===== src/rtl/lc4_pkg.sv =====
// ----------------------------------------------------------------------------
// lc4_pkg
//   Shared definitions for the LC4 instruction fetch slice.
//   - INSN_W / ADDR_W : instruction word and fetch address widths
//   - fetch_state_e   : fetch FSM state encoding (IDLE / REQ / DROP)
//   - fq_entry_t      : prefetch queue entry {insn, pc}
//   - pc_next()       : sequential fetch address, wraps FFFF -> 0000
// ----------------------------------------------------------------------------
package lc4_pkg;

    localparam int INSN_W = 20;
    localparam int ADDR_W = 16;

    // IDLE: no request on the bus
    // REQ : request outstanding, its data will be queued
    // DROP: request outstanding, but a redirect made its data stale
    typedef enum logic [1:0] {
        FS_IDLE = 2'd0,
        FS_REQ  = 2'd1,
        FS_DROP = 2'd2
    } fetch_state_e;

    typedef struct packed {
        logic [INSN_W-1:0] insn;
        logic [ADDR_W-1:0] pc;
    } fq_entry_t;

    function automatic logic [ADDR_W-1:0] pc_next(input logic [ADDR_W-1:0] pc);
        return pc + 16'd1;
    endfunction

endpackage


===== src/rtl/lc4_fetch_queue.sv =====
// ----------------------------------------------------------------------------
// lc4_fetch_queue
//   Synchronous FIFO holding fetched {insn, pc} entries.
//   Ports:
//     clk, rst_n     clock, asynchronous active-low reset
//     push, push_data  write one entry (ignored when full or flushing)
//     pop              drop the head entry (ignored when empty or flushing)
//     flush            empty the queue this cycle; wins over push and pop
//     count            current occupancy, 0..DEPTH
//     head             head entry, all-zero when the queue is empty
//   DEPTH must be a power of two so the pointers wrap naturally.
// ----------------------------------------------------------------------------
module lc4_fetch_queue
    import lc4_pkg::*;
#(
    parameter int DEPTH = 4
) (
    input  logic                   clk,
    input  logic                   rst_n,
    input  logic                   push,
    input  fq_entry_t              push_data,
    input  logic                   pop,
    input  logic                   flush,
    output logic [$clog2(DEPTH):0] count,
    output fq_entry_t              head
);

    localparam int PTR_W = $clog2(DEPTH);
    localparam int CNT_W = PTR_W + 1;

    fq_entry_t        mem [DEPTH];
    logic [PTR_W-1:0] rd_ptr;
    logic [PTR_W-1:0] wr_ptr;
    logic [CNT_W-1:0] cnt;
    logic             empty;
    logic             full;
    logic             push_en;
    logic             pop_en;

    assign empty   = (cnt == '0);
    assign full    = (cnt == CNT_W'(DEPTH));
    assign push_en = push & ~flush & ~full;
    assign pop_en  = pop & ~flush & ~empty;

    // NOTE: the storage array has no reset; an entry is only ever read after
    // it has been written, and head is forced to zero while the queue is empty.
    always_ff @(posedge clk) begin
        if (push_en) begin
            mem[wr_ptr] <= push_data;
        end
    end

    // NOTE: all sequential state uses non-blocking assignments so every
    // register samples the pre-edge values regardless of block ordering.
    always_ff @(posedge clk or negedge rst_n) begin
        if (!rst_n) begin
            rd_ptr <= '0;
            wr_ptr <= '0;
            cnt    <= '0;
        end else if (flush) begin
            rd_ptr <= '0;
            wr_ptr <= '0;
            cnt    <= '0;
        end else begin
            if (push_en) begin
                wr_ptr <= wr_ptr + PTR_W'(1);
            end
            if (pop_en) begin
                rd_ptr <= rd_ptr + PTR_W'(1);
            end
            // A simultaneous push and pop leaves occupancy unchanged.
            case ({push_en, pop_en})
                2'b10:   cnt <= cnt + CNT_W'(1);
                2'b01:   cnt <= cnt - CNT_W'(1);
                default: cnt <= cnt;
            endcase
        end
    end

    assign count = cnt;
    assign head  = empty ? '0 : mem[rd_ptr];

endmodule


===== src/rtl/lc4_fetch.sv =====
// ----------------------------------------------------------------------------
// lc4_fetch
//   LC4 instruction fetch unit: issues one instruction-memory read at a time,
//   buffers returned words in a prefetch queue and presents the queue head to
//   the decoder. A redirect flushes the queue and restarts fetching at
//   redirect_pc; a read already on the bus is completed and its data dropped.
//   Ports:
//     clk, rst_n                 clock, asynchronous active-low reset
//     imem_req, imem_addr        read request and its address (held until ack)
//     imem_ack, imem_rdata       request accepted, read data valid same cycle
//     redirect_valid/_pc         control transfer, highest priority
//     insn_valid, insn, insn_pc  registered queue head to the decoder
//     insn_ready                 decoder consumes the head this cycle
// ----------------------------------------------------------------------------
module lc4_fetch
    import lc4_pkg::*;
#(
    parameter logic [15:0] RESET_PC = 16'h0000,
    parameter int          QDEPTH   = 4
) (
    input  logic              clk,
    input  logic              rst_n,
    output logic              imem_req,
    output logic [ADDR_W-1:0] imem_addr,
    input  logic              imem_ack,
    input  logic [INSN_W-1:0] imem_rdata,
    input  logic              redirect_valid,
    input  logic [ADDR_W-1:0] redirect_pc,
    output logic              insn_valid,
    output logic [INSN_W-1:0] insn,
    output logic [ADDR_W-1:0] insn_pc,
    input  logic              insn_ready
);

    localparam int CNT_W = $clog2(QDEPTH) + 1;

    fetch_state_e      state_q;
    fetch_state_e      state_d;
    logic [ADDR_W-1:0] fetch_pc_q;
    logic [ADDR_W-1:0] fetch_pc_d;
    logic [ADDR_W-1:0] addr_q;
    logic [ADDR_W-1:0] addr_d;

    logic              push;
    logic              pop;
    fq_entry_t         push_entry;
    fq_entry_t         head;
    logic [CNT_W-1:0]  q_count;
    logic [CNT_W-1:0]  count_after;

    // A redirect cancels the decoder's consume in the same cycle.
    assign pop        = insn_valid & insn_ready & ~redirect_valid;
    assign push_entry = '{insn: imem_rdata, pc: addr_q};

    // NOTE: every signal written here gets a default first so no path through
    // the case statement can leave it unassigned and infer a latch.
    always_comb begin
        state_d     = state_q;
        fetch_pc_d  = fetch_pc_q;
        addr_d      = addr_q;
        push        = 1'b0;
        // Occupancy after a push this cycle; only consulted when pushing.
        count_after = q_count + CNT_W'(1) - CNT_W'(pop);

        unique case (state_q)
            FS_IDLE: begin
                if (redirect_valid) begin
                    fetch_pc_d = redirect_pc;
                end else if (q_count < CNT_W'(QDEPTH)) begin
                    state_d = FS_REQ;
                    addr_d  = fetch_pc_q;
                end
            end

            FS_REQ: begin
                if (redirect_valid) begin
                    // The acked word (if any) belongs to the old stream.
                    fetch_pc_d = redirect_pc;
                    state_d    = imem_ack ? FS_IDLE : FS_DROP;
                end else if (imem_ack) begin
                    push       = 1'b1;
                    fetch_pc_d = pc_next(fetch_pc_q);
                    // Chain straight into the next request when the queue
                    // still has room, so a ready decoder sees one insn/cycle.
                    if (count_after < CNT_W'(QDEPTH)) begin
                        state_d = FS_REQ;
                        addr_d  = pc_next(fetch_pc_q);
                    end else begin
                        state_d = FS_IDLE;
                    end
                end
            end

            FS_DROP: begin
                if (redirect_valid) begin
                    fetch_pc_d = redirect_pc;
                end
                if (imem_ack) begin
                    state_d = FS_IDLE;
                end
            end

            default: begin
                state_d = FS_IDLE;
            end
        endcase
    end

    always_ff @(posedge clk or negedge rst_n) begin
        if (!rst_n) begin
            state_q    <= FS_IDLE;
            fetch_pc_q <= RESET_PC;
            addr_q     <= RESET_PC;
        end else begin
            state_q    <= state_d;
            fetch_pc_q <= fetch_pc_d;
            addr_q     <= addr_d;
        end
    end

    lc4_fetch_queue #(
        .DEPTH (QDEPTH)
    ) u_queue (
        .clk       (clk),
        .rst_n     (rst_n),
        .push      (push),
        .push_data (push_entry),
        .pop       (pop),
        .flush     (redirect_valid),
        .count     (q_count),
        .head      (head)
    );

    // The request address is a register, so it stays stable across REQ/DROP
    // even when a redirect moves fetch_pc.
    assign imem_req   = (state_q != FS_IDLE);
    assign imem_addr  = addr_q;

    assign insn_valid = (q_count != '0);
    assign insn       = head.insn;
    assign insn_pc    = head.pc;

endmodule


===== config.mk =====
export PLATFORM = sky130hd
export DESIGN_NAME = lc4_fetch
export DESIGN_NICKNAME = d
export VERILOG_FILES = /design/src/rtl/lc4_pkg.sv /design/src/rtl/lc4_fetch_queue.sv /design/src/rtl/lc4_fetch.sv
export SDC_FILE = /design/constraint.sdc
export NUM_CORES = 1
export LEC_CHECK = 0
export BUFFER_PORTS_ARGS = -buffer_cell sky130_fd_sc_hd__buf_2
export CAP_MARGIN = 40
export CORE_MARGIN = 3
export CORE_UTILIZATION = 45
export DETAILED_ROUTE_END_ITERATION = 12
export PLACE_DENSITY = 0.72
export SLEW_MARGIN = 20
export SYNTH_ARGS = -nofsm -noshare
export SYNTH_HDL_FRONTEND = slang
export SYNTH_SLANG_ARGS = --single-unit

===== constraint.sdc =====
create_clock -name clk -period 6.55 [get_ports clk]
set_clock_uncertainty 0.05 [all_clocks]
set_input_delay 1.31 -clock clk [delete_from_list [all_inputs] [get_ports clk]]
set_output_delay 1.31 -clock clk [all_outputs]
set_load 0.03 [all_outputs]

# Word level (Yosys, flattened, before mapping)
# Memories as Yosys holds them, arrays and structs flattened.
# Index checks and enable logic that the tools add are counted.
dict set report totals {
  ramBits 144
  out_inout_bits 54
  wordCells 80
  register_bits 41
  in_bits 41
  mem_count 1
}
dict set report classes {
  reduce_logical 13
  magnitude_cmp 2
  eq_ne 13
  addsub 6
  bitwise 9
  muxes 30
}
# memory depth width read_ports rd_ports_with_merged_regs wr line
set mem_list {}
lappend mem_list {u_queue.mem 4 36 1 0 1 lc4_fetch_queue.sv:31} ;# fq_entry_t mem [DEPTH];
# cell count
set ops {}
lappend ops {{16-bit two-way mux} 8}
lappend ops {{16-bit case mux with 2 select lines} 2}
lappend ops {{36-bit two-way mux} 1}
lappend ops {{2-bit two-way mux} 10}
lappend ops {{16-bit by 1-bit adder with 16-bit output, second input constant} 1}
lappend ops {{2-bit != test, second input constant} 6}
lappend ops {{2-bit nonzero test} 5}
lappend ops {{1-bit AND} 6}
lappend ops {{3-bit less-than comparator, second input constant} 2}
lappend ops {{1-bit two-way mux} 6}
lappend ops {{2-bit case mux with 3 select lines} 1}
lappend ops {{3-bit case mux with 2 select lines} 1}
lappend ops {{6-bit AND reduction} 1}
lappend ops {{3-bit nonzero test} 2}
lappend ops {{2-bit by 1-bit adder with 2-bit output, second input constant} 2}
lappend ops {{2-bit by 1-bit == test with 1-bit output, second input constant} 2}
lappend ops {{2-bit == test, second input constant} 2}
lappend ops {{4-bit AND reduction} 1}
lappend ops {{3-bit by 1-bit adder with 3-bit output, second input constant} 1}
lappend ops {{3-bit == test, second input constant} 1}
lappend ops {{3-bit zero test} 1}
lappend ops {{3-bit two-way mux} 1}
lappend ops {{3-bit != test, second input constant} 1}
lappend ops {{1-bit inverter} 3}
lappend ops {{6 further kinds} 6}

# Logic depth before layout (Yosys ltp)
# Gate-level depths: netlist of run 1.
dict set report logic_depth {
  depth_word 9
  depth_mapped 9
  depth_no_buf 8
}

# Modules after synthesis
# Synthesis of run 1 repeated with hierarchy kept, for this count alone.
dict set report hier_totals {
  hier_cells 508
  hier_area_um2 8079.0
}
# module n_inst cells_each area_each_um2 seq_area_each_um2
set modules_own_cells {}
lappend modules_own_cells {lc4_fetch_queue 1 276 5914.4 4499.3}
lappend modules_own_cells {lc4_fetch 1 232 2164.6 850.8}

# Worst setup path after synthesis of run 1
# OpenSTA, ideal clock, no wires.
dict set report synth_timing {
  path_type {input -> register}
  from {input imem_ack}
  to {memory u_queue.mem[0][0] (netlist name) (enable)}
  path_stages 5
  t_required_ns 6.103
  slack_ns 3.222
  n_path_buf 2
  setup_time_ns 0.397
  arrival_time_ns 2.882
  path_cell_list {buf_2 nand2_1 and3b_1 clkbuf_1 and2_1}
}
dict set report synth_between {
  elab_chain_cells 7
}
# element line
set synth_rtl {}
lappend synth_rtl {{start: declaration} lc4_fetch.sv:25} ;# input logic imem_ack,
lappend synth_rtl {{1-bit two-way mux} lc4_fetch.sv:80} ;# end else if (imem_ack) begin
lappend synth_rtl {{1-bit two-way mux} lc4_fetch.sv:76} ;# if (redirect_valid) begin
lappend synth_rtl {{1-bit two-way mux} lc4_fetch.sv:65} ;# unique case (state_q)
lappend synth_rtl {{1-bit AND (2 in a row)} lc4_fetch_queue.sv:42} ;# assign push_en = push & ~flush & ~full;
lappend synth_rtl {{1-bit two-way mux} lc4_fetch_queue.sv:48} ;# if (push_en) begin
lappend synth_rtl {{1-bit two-way mux (not written as such)} lc4_fetch_queue.sv:49} ;# mem[wr_ptr] <= push_data;
lappend synth_rtl {{end: declaration} lc4_fetch_queue.sv:31}
# Every way passes these cells.

# Worst setup path after layout of run 1
dict set report layout_timing {
  from {register u_queue.rd_ptr[0]}
  to {output insn_pc[7]}
}
dict set report layout_between {
  elab_chain_cells 2
}
# element line
set layout_rtl {}
lappend layout_rtl {{start: declaration} lc4_fetch_queue.sv:32} ;# logic [PTR_W-1:0] rd_ptr;
lappend layout_rtl {{start signal: assignment} lc4_fetch_queue.sv:69} ;# rd_ptr <= rd_ptr + PTR_W'(1);
lappend layout_rtl {{memory read 4 x 36 bit} n/a}
lappend layout_rtl {{36-bit two-way mux} lc4_fetch_queue.sv:81} ;# assign head = empty ? '0 : mem[rd_ptr];
lappend layout_rtl {{end: declaration} lc4_fetch.sv:31} ;# output logic [ADDR_W-1:0] insn_pc,
# Every way passes these cells.

==> metrics.md, run 1 <==
| Metric | Value |
|---|---|
| Status | `completed` |
| Critical Path Fanout Max | `24` |
| Commonest non-fill, non-tap cells in the layout | `144 x edfxtp_1, 94 x buf_2, 39 x dfrtp_1` |
| CTS max path bufs | `2` |
| Most common cell after layout, fill and taps aside | `edfxtp_1` |
| Routed Antenna Nets | `0` |
| Die Ht | `roughly 140 µm` |
| Via density | `5.457` |
| Static leakage | `between 3 and 4 nW` |
| Syn Area/Cell | `~16 µm²` |
| Tcrit/Tclk final | `0.5938` |
| Startpoint types | `flop` |
| Synthesis-to-layout area growth | `16.68%` |
| Top_reg_cell synth | `edfxtp_1` |
| CP Capture Type | `output port` |
| Total wire length | `approximately 15 mm` |
| Worst path max stage delay | `about 650 ps` |
| Asr flop ratio synth | `0.2216` |
| Critical Path RT | `a little over 5000 ps` |
| Crit Path Class | `reg -> out` |
| Tmin final | `roughly 3900 ps` |
| VDD IR max | `217.0 µV` |
| Global-route met2 utilization | `0.2835` |
| Buffers on Ports | `94` |
| DRT Pass-1 Iters | `5` |
| Wire per inst | `roughly 19 µm` |
| Register area share after synthesis | `0.6690` |
| Mapped Cells | `just over 500` |
| HPWL after detailed placement | `around 10 mm` |
| Clk Latency, worst-skew pair | `~430 ps` |
| Syn nets | `around 560` |
| Width of the die | `roughly 140 µm` |
| Met1 Track Usage GR | `0.2041` |
| CP arrival | `roughly 2500 ps` |
| GRT Residual Overflow | `0` |
| Placed Area | `between 0.008 and 0.009 mm²` |
| Clk root buf | `clkbuf_16` |
| Crit-path cells | `buf_4 > mux4_2 > and2_1 > buf_2` |
| Setup TNS | `0 ps` |
| RSZ-0062 raised after global routing | `false` |
| Vias in the first global route | `around 4700` |
| M3 GR Usage | `0.04983` |
| HP Class | `reg -> reg` |
| Worst-path clk slew | `60 ps` |
| Placement Rows | `between 40 and 50` |
| Initial drt markers | `292` |
| Post-route non-filler standard cell count | `834` |
| GR peak layer | `met2` |
| Nets | `between 600 and 700` |
| Via count | `roughly 4600` |
| Largest net degree at the start of global routing | `46` |
| CTS H-tree depth | `4` |
| Power Total | `around 4 mW` |
| Cts hold-fix bufs | `0` |
| Initial Util | `0.4608` |
| Power Density | `roughly 430 mW/mm²` |
| Hold slack | `a little under 500 ps` |
| Synthesized cell area | `0.007998 mm²` |
| Total CTS buffers | `17` |
| GRT Total Usage | `0.1670` |
| Placer's final routability congestion estimate | `about 0.84` |
| Layout cells sized above 1 | `0.3284` |
| Maximum clock rate | `257.1 MHz` |
| Max Cap Violations | `0` |
| Final-report setup violation count | `0` |
| Residual DRC count | `0` |
| Clock sinks | `between 150 and 200` |
| Crit-path slowest cell | `dfrtp_2` |
| Register bit total from synthesis | `between 150 and 200` |
| EDFF count, synth | `about 140` |
| Die ar. | `between 0.015 and 0.02 mm²` |
| Core footprint | `approximately 0.017 mm²` |
| YS warnings | `0` |
| Diodes inserted | `0` |
| Worst Tran Pin Value | `650.2 ps` |
| Gates resized, CTS repair | `0` |
| Boundary pin count | `between 90 and 100` |
| First-pass GRT wire length | `25.27 mm` |
| Post-Place Cells | `between 800 and 900` |
| Worst relative slew slack | `0.5656` |
| Antenna violations before repair | `1` |
| CTS tree | `done` |
| Slew Limit Fails | `0` |
| Unique masters post-synth | `between 40 and 50` |
| Finished Cell Area | `just over 0.009 mm²` |
| Post-CTS Setup Inserts | `0` |
| Final Hold Fails | `0` |
## layer usage
layer / vias to the layer above / part of all wire
li1: 2100 / -
met1: 2280 / 0.41
met4: 2 / 0.023
met5: - / 0.00084
met3: 26 / 0.058
met2: 143 / 0.51
## through the flow
step                  util  setup slack [ps]
floorplan                -              3222
global placement    0.4966              3019
detailed placement  0.5046              3010
CTS                 0.5376              2536
global route        0.5376              2428
finish              0.5376              2661
## area by class of cell
class | instances | area, µm²
clock buffer | 17 | 425.4
clock inverter | 14 | 147.6
fill | 1417 | 8025
inverter | 8 | 30.03
multi-input combinational | 281 | 2462
sequential | 185 | 5353
tap | 225 | 281.5
timing repair buffer | 104 | 631.9
## state kept, by name (all words and copies together) (netlist names)
signal,count
u_queue.mem,144
fetch_pc_q,16
imem_addr,16
u_queue.count,3
state_q,2
u_queue.rd_ptr,2
u_queue.wr_ptr,2
## kinds of logic after synthesis
group | Yosys count | synth area share
xor+xnor | 21 | 0.02300
buf+inv | 40 | 0.02409
simple gates | 135 | 0.09403
mux | 54 | 0.1311
fa+ha+maj | 9 | 0.01377
compound gates | 62 | 0.04506
flops | 185 | 0.6690
## cells in the mapped netlist (2+ instances only)
cell / number / share of area
a21oi_1: 29 / 0.018
a2bb2oi_1: 5 / 0.0055
and2_1: 40 / 0.031
and4_1: 3 / 0.0033
buf_2: 13 / 0.0081
buf_6: 2 / 0.0028
clkbuf_1: 15 / 0.0070
dfrtp_1: 41 / 0.13
edfxtp_1: 144 / 0.54
ha_1: 8 / 0.013
inv_1: 7 / 0.0033
mux2_2: 6 / 0.0084
mux2_4: 10 / 0.019
mux2i_1: 2 / 0.0025
mux4_2: 36 / 0.10
nand2_1: 25 / 0.012
nand2b_1: 2 / 0.0016
nand3_1: 13 / 0.0081
nand4_1: 10 / 0.0078
nor2_1: 21 / 0.0099
nor2b_1: 6 / 0.0047
nor3_1: 3 / 0.0019
o21ai_0: 13 / 0.0081
o22a_1: 2 / 0.0022
o22ai_1: 6 / 0.0047
o31ai_1: 2 / 0.0019
or3_1: 2 / 0.0016
xnor2_1: 13 / 0.014
xor2_1: 8 / 0.0088
## final timing paths
path / cells past startpoint / slack, ps / from / end
max: 4 / 2660 / u_queue.rd_ptr[0] / insn_pc[7]
min: 1 / 480 / u_queue.wr_ptr[0] / u_queue.wr_ptr[0]
max reg2reg: 9 / 3750 / u_queue.count[1] / imem_addr[4]
min reg2reg: 1 / 480 / u_queue.wr_ptr[0] / u_queue.wr_ptr[0]
max in group asynchronous: 2 / 5140 / rst_n / u_queue.rd_ptr[0]
min in group asynchronous: 1 / 800 / rst_n / fetch_pc_q[8]
## critical path, delay by kind of cell (launching register included)
family,cells,cell delay [ps]
and+or+nand+nor,1,170
buffers and inverters,2,690
muxes,1,580
DFF,1,650
## report_power, final
group	internal, mW	switching, mW	leakage [nW]	total [mW]
combinational	0.561	0.799	1.30	1.36
clock	0.561	0.423	0.276	0.984
sequential	1.46	0.205	1.77	1.66
total	2.58	1.43	3.35	4.01
No activity file was read; power rests on OpenSTA's default activity.
==> run 2: changes to the inputs <==
- clock period: 6.55 -> 3.96 ns (I/O delays scaled with it)
==> run 2 against run 1 <==
  * Wire length grew 2.7%
  * Critical endpoint is now insn[6]
  * Cell area is essentially flat
  * Via count grew 0.83%
  * Sequential power grew 67%
  * Total power grew 67%
  * Hold slack lost 220 ps
  * Sequential share of layout area is essentially flat
  * Non-clock buffer count grew 5
  * Setup slack lost 1900 ps
  * Global-route usage grew 0.44 points
  * Sequential cell count is the same
==> metrics.md, run 2 (same netlist as run 1, synthesis figures left out) <==
| Metric | Value |
|---|---|
| Status | `completed` |
| CP arrival | `2360 ps (-170 ps)` |
| Crit Path Class | `reg -> out` |
| Static leakage | `3.377 nW (+0.86%)` |
| Commonest non-fill, non-tap cells in the layout | `144 x edfxtp_1, 94 x buf_2, 39 x dfrtp_1` |
| Routed Antenna Nets | `0 (unchanged)` |
| Clk Latency, worst-skew pair | `420 ps (about the same)` |
| Setup TNS | `0 ps (unchanged)` |
| Final-report setup violation count | `0 (unchanged)` |
| CP Capture Type | `output port` |
| VDD IR max | `366.8 µV (+69%)` |
| Switch share | `0.3597 (+0.003206)` |
| DRT Pass-1 Iters | `5 (unchanged)` |
| Clock Power Share | `0.246 (about the same)` |
| RSZ-0062 raised after global routing | `false` |
| Initial Util | `0.4608 (unchanged)` |
| Placer's final routability congestion estimate | `0.8712 (+4.1%)` |
| GRT Residual Overflow | `0 (unchanged)` |
| Nets | `651 (+0.77%)` |
| Total wire length | `15.85 mm (+2.7%)` |
| Width of the die | `139.3 µm (unchanged)` |
| Largest net degree at the start of global routing | `40 (-13%)` |
| Final Hold Fails | `0 (unchanged)` |
| Startpoint types | `flop` |
| CTS tree | `done` |
| Most common cell after layout, fill and taps aside | `edfxtp_1` |
| Residual DRC count | `0 (unchanged)` |
| Tcrit/Tclk final | `0.8077` |
| Boundary pin count | `95 (unchanged)` |
| Slew Limit Fails | `0 (unchanged)` |
| Layout fillers | `1382 (-2.5%)` |
| Buffers on Ports | `94 (unchanged)` |
| Power Density | `715.9 mW/mm² (+67%)` |
| CTS H-tree depth | `4 (unchanged)` |
| First-pass GRT wire length | `25.99 mm (+2.8%)` |
| Post-CTS Setup Inserts | `0 (unchanged)` |
| Switching pwr | `2.402 mW (+68%)` |
| Initial drt markers | `289 (-1.0%)` |
| Worst-path clk slew | `70 ps (about the same)` |
| Worst Tran Pin Value | `693.0 ps (+42.78 ps)` |
| GRT Total Usage | `0.1714 (+0.004420)` |
| Antenna violations before repair | `0 (-1)` |
| Sequential share of power | `0.414 (about the same)` |
| Logic pwr share | `0.340 (about the same)` |
| Max Cap Violations | `0 (unchanged)` |
| Via count | `4589 (+0.83%)` |
| Core footprint | `0.01736 mm² (unchanged)` |
| Most flops, register | `u_queue.mem` |
| Die ar. | `0.01941 mm² (unchanged)` |
| HP Class | `in -> async` |
| Synthesis-to-layout area growth | `16.66% (about the same)` |
| Int Power | `4.277 mW (+66%)` |
| Cts hold-fix bufs | `0 (unchanged)` |
| Maximum clock rate | `approximately 310 MHz` |
| Wire per inst | `18.84 µm (+1.8%)` |
| Power Total | `6.680 mW (+67%)` |
| Via density | `5.457 (about the same)` |
| Die Ht | `139.3 µm (unchanged)` |
| Clock sinks | `185 (unchanged)` |
| Worst relative slew slack | `0.5370 (-0.02858)` |
| Vias in the first global route | `4794 (+2.4%)` |
| Clk root buf | `clkbuf_16` |
| Max FFs per register | `144 (unchanged)` |
| Tmin final | `around 3200 ps` |
| Layout cells sized above 1 | `0.3333 (+0.004926)` |
| Critical Path Fanout Max | `22 (-8.3%)` |
| HPWL after detailed placement | `10.70 mm (+2.6%)` |
| Placement Rows | `48 (unchanged)` |
| Gates resized, CTS repair | `0 (unchanged)` |
| Critical Path RT | `3120 ps (-2070 ps)` |
| CTS max path bufs | `2 (unchanged)` |
| Total CTS buffers | `17 (unchanged)` |
## run 2: cell count changes in the layout (fill, tap and decap cells not counted), sizes merged
| cell | change |
|---|---|
| clkinvlp | -2 |
| diode | +1 |
| inv | +1 |
| buf | +5 |
| clkinv | +2 |
## run 2: final timing paths
check                               endpoint  cells after the start  slack (ps)         startpoint
max in group asynchronous  u_queue.rd_ptr[0]                      2        3100              rst_n
setup / recovery                     insn[6]                      4         760  u_queue.rd_ptr[0]
min in group clk           u_queue.wr_ptr[0]                      1         510  u_queue.wr_ptr[0]
hold reg to reg            u_queue.wr_ptr[0]                      1         510  u_queue.wr_ptr[0]
setup reg to reg                imem_addr[6]                      9        1220   u_queue.count[0]
hold / removal                fetch_pc_q[14]                      1         260              rst_n
## run 2: critical path, stage by stage (launching register included)
cell and delay (ps):
dfrtp_2 750, buf_12 290, mux4_2 530, and2_1 180, buf_2 170
## run 2: area by class of cell
class | instances | area, µm² | share of cell area
flip-flops and latches | 185 | 5353 | 0.5737
multi-input cells | 281 | 2462 | 0.2639
repair buffers | 109 | 628.1 | 0.06732
clock buffers | 17 | 425.4 | 0.04559
well taps | 225 | 281.5 | 0.03017
clock inverters | 15 | 147.6 | 0.01582
inverters | 8 | 30.03 | 0.003218
diodes | 1 | 2.502 | 0.0002682
## run 2: stage by stage
step	cell area, µm²	hold WS [ps]	cells	util	setup slack (ps)
2_1_floorplan	7998	444.2	506	-	1150
3_3_place_gp	8707	458.4	806	0.5017	1181
3_5_place_dp	8755	495.9	808	0.5044	1101
4_1_cts	9328	263.4	840	0.5374	690.9
5_1_grt	9328	280.9	840	0.5374	584.3
6_report	9330	263.1	841	0.5376	761.6
## run 2: metal layers
metal  wire length (µm)  GRT usage
met5                  0          0
met4                153    0.04995
met3                935    0.05223
met2               8016     0.2868
met1               6740     0.2177
## run 2: power groups by stage
stage / Clock [mW] / Sequential [mW] / Combinational (mW)
after detailed placement: 0 / 2.81 / 2.30
after floorplan: 0 / 2.77 / 1.67
final: 1.64 / 2.77 / 2.27
after CTS: 1.68 / 2.77 / 2.31
after global routing: 1.77 / 2.82 / 2.45
after global placement: 0 / 2.79 / 2.23
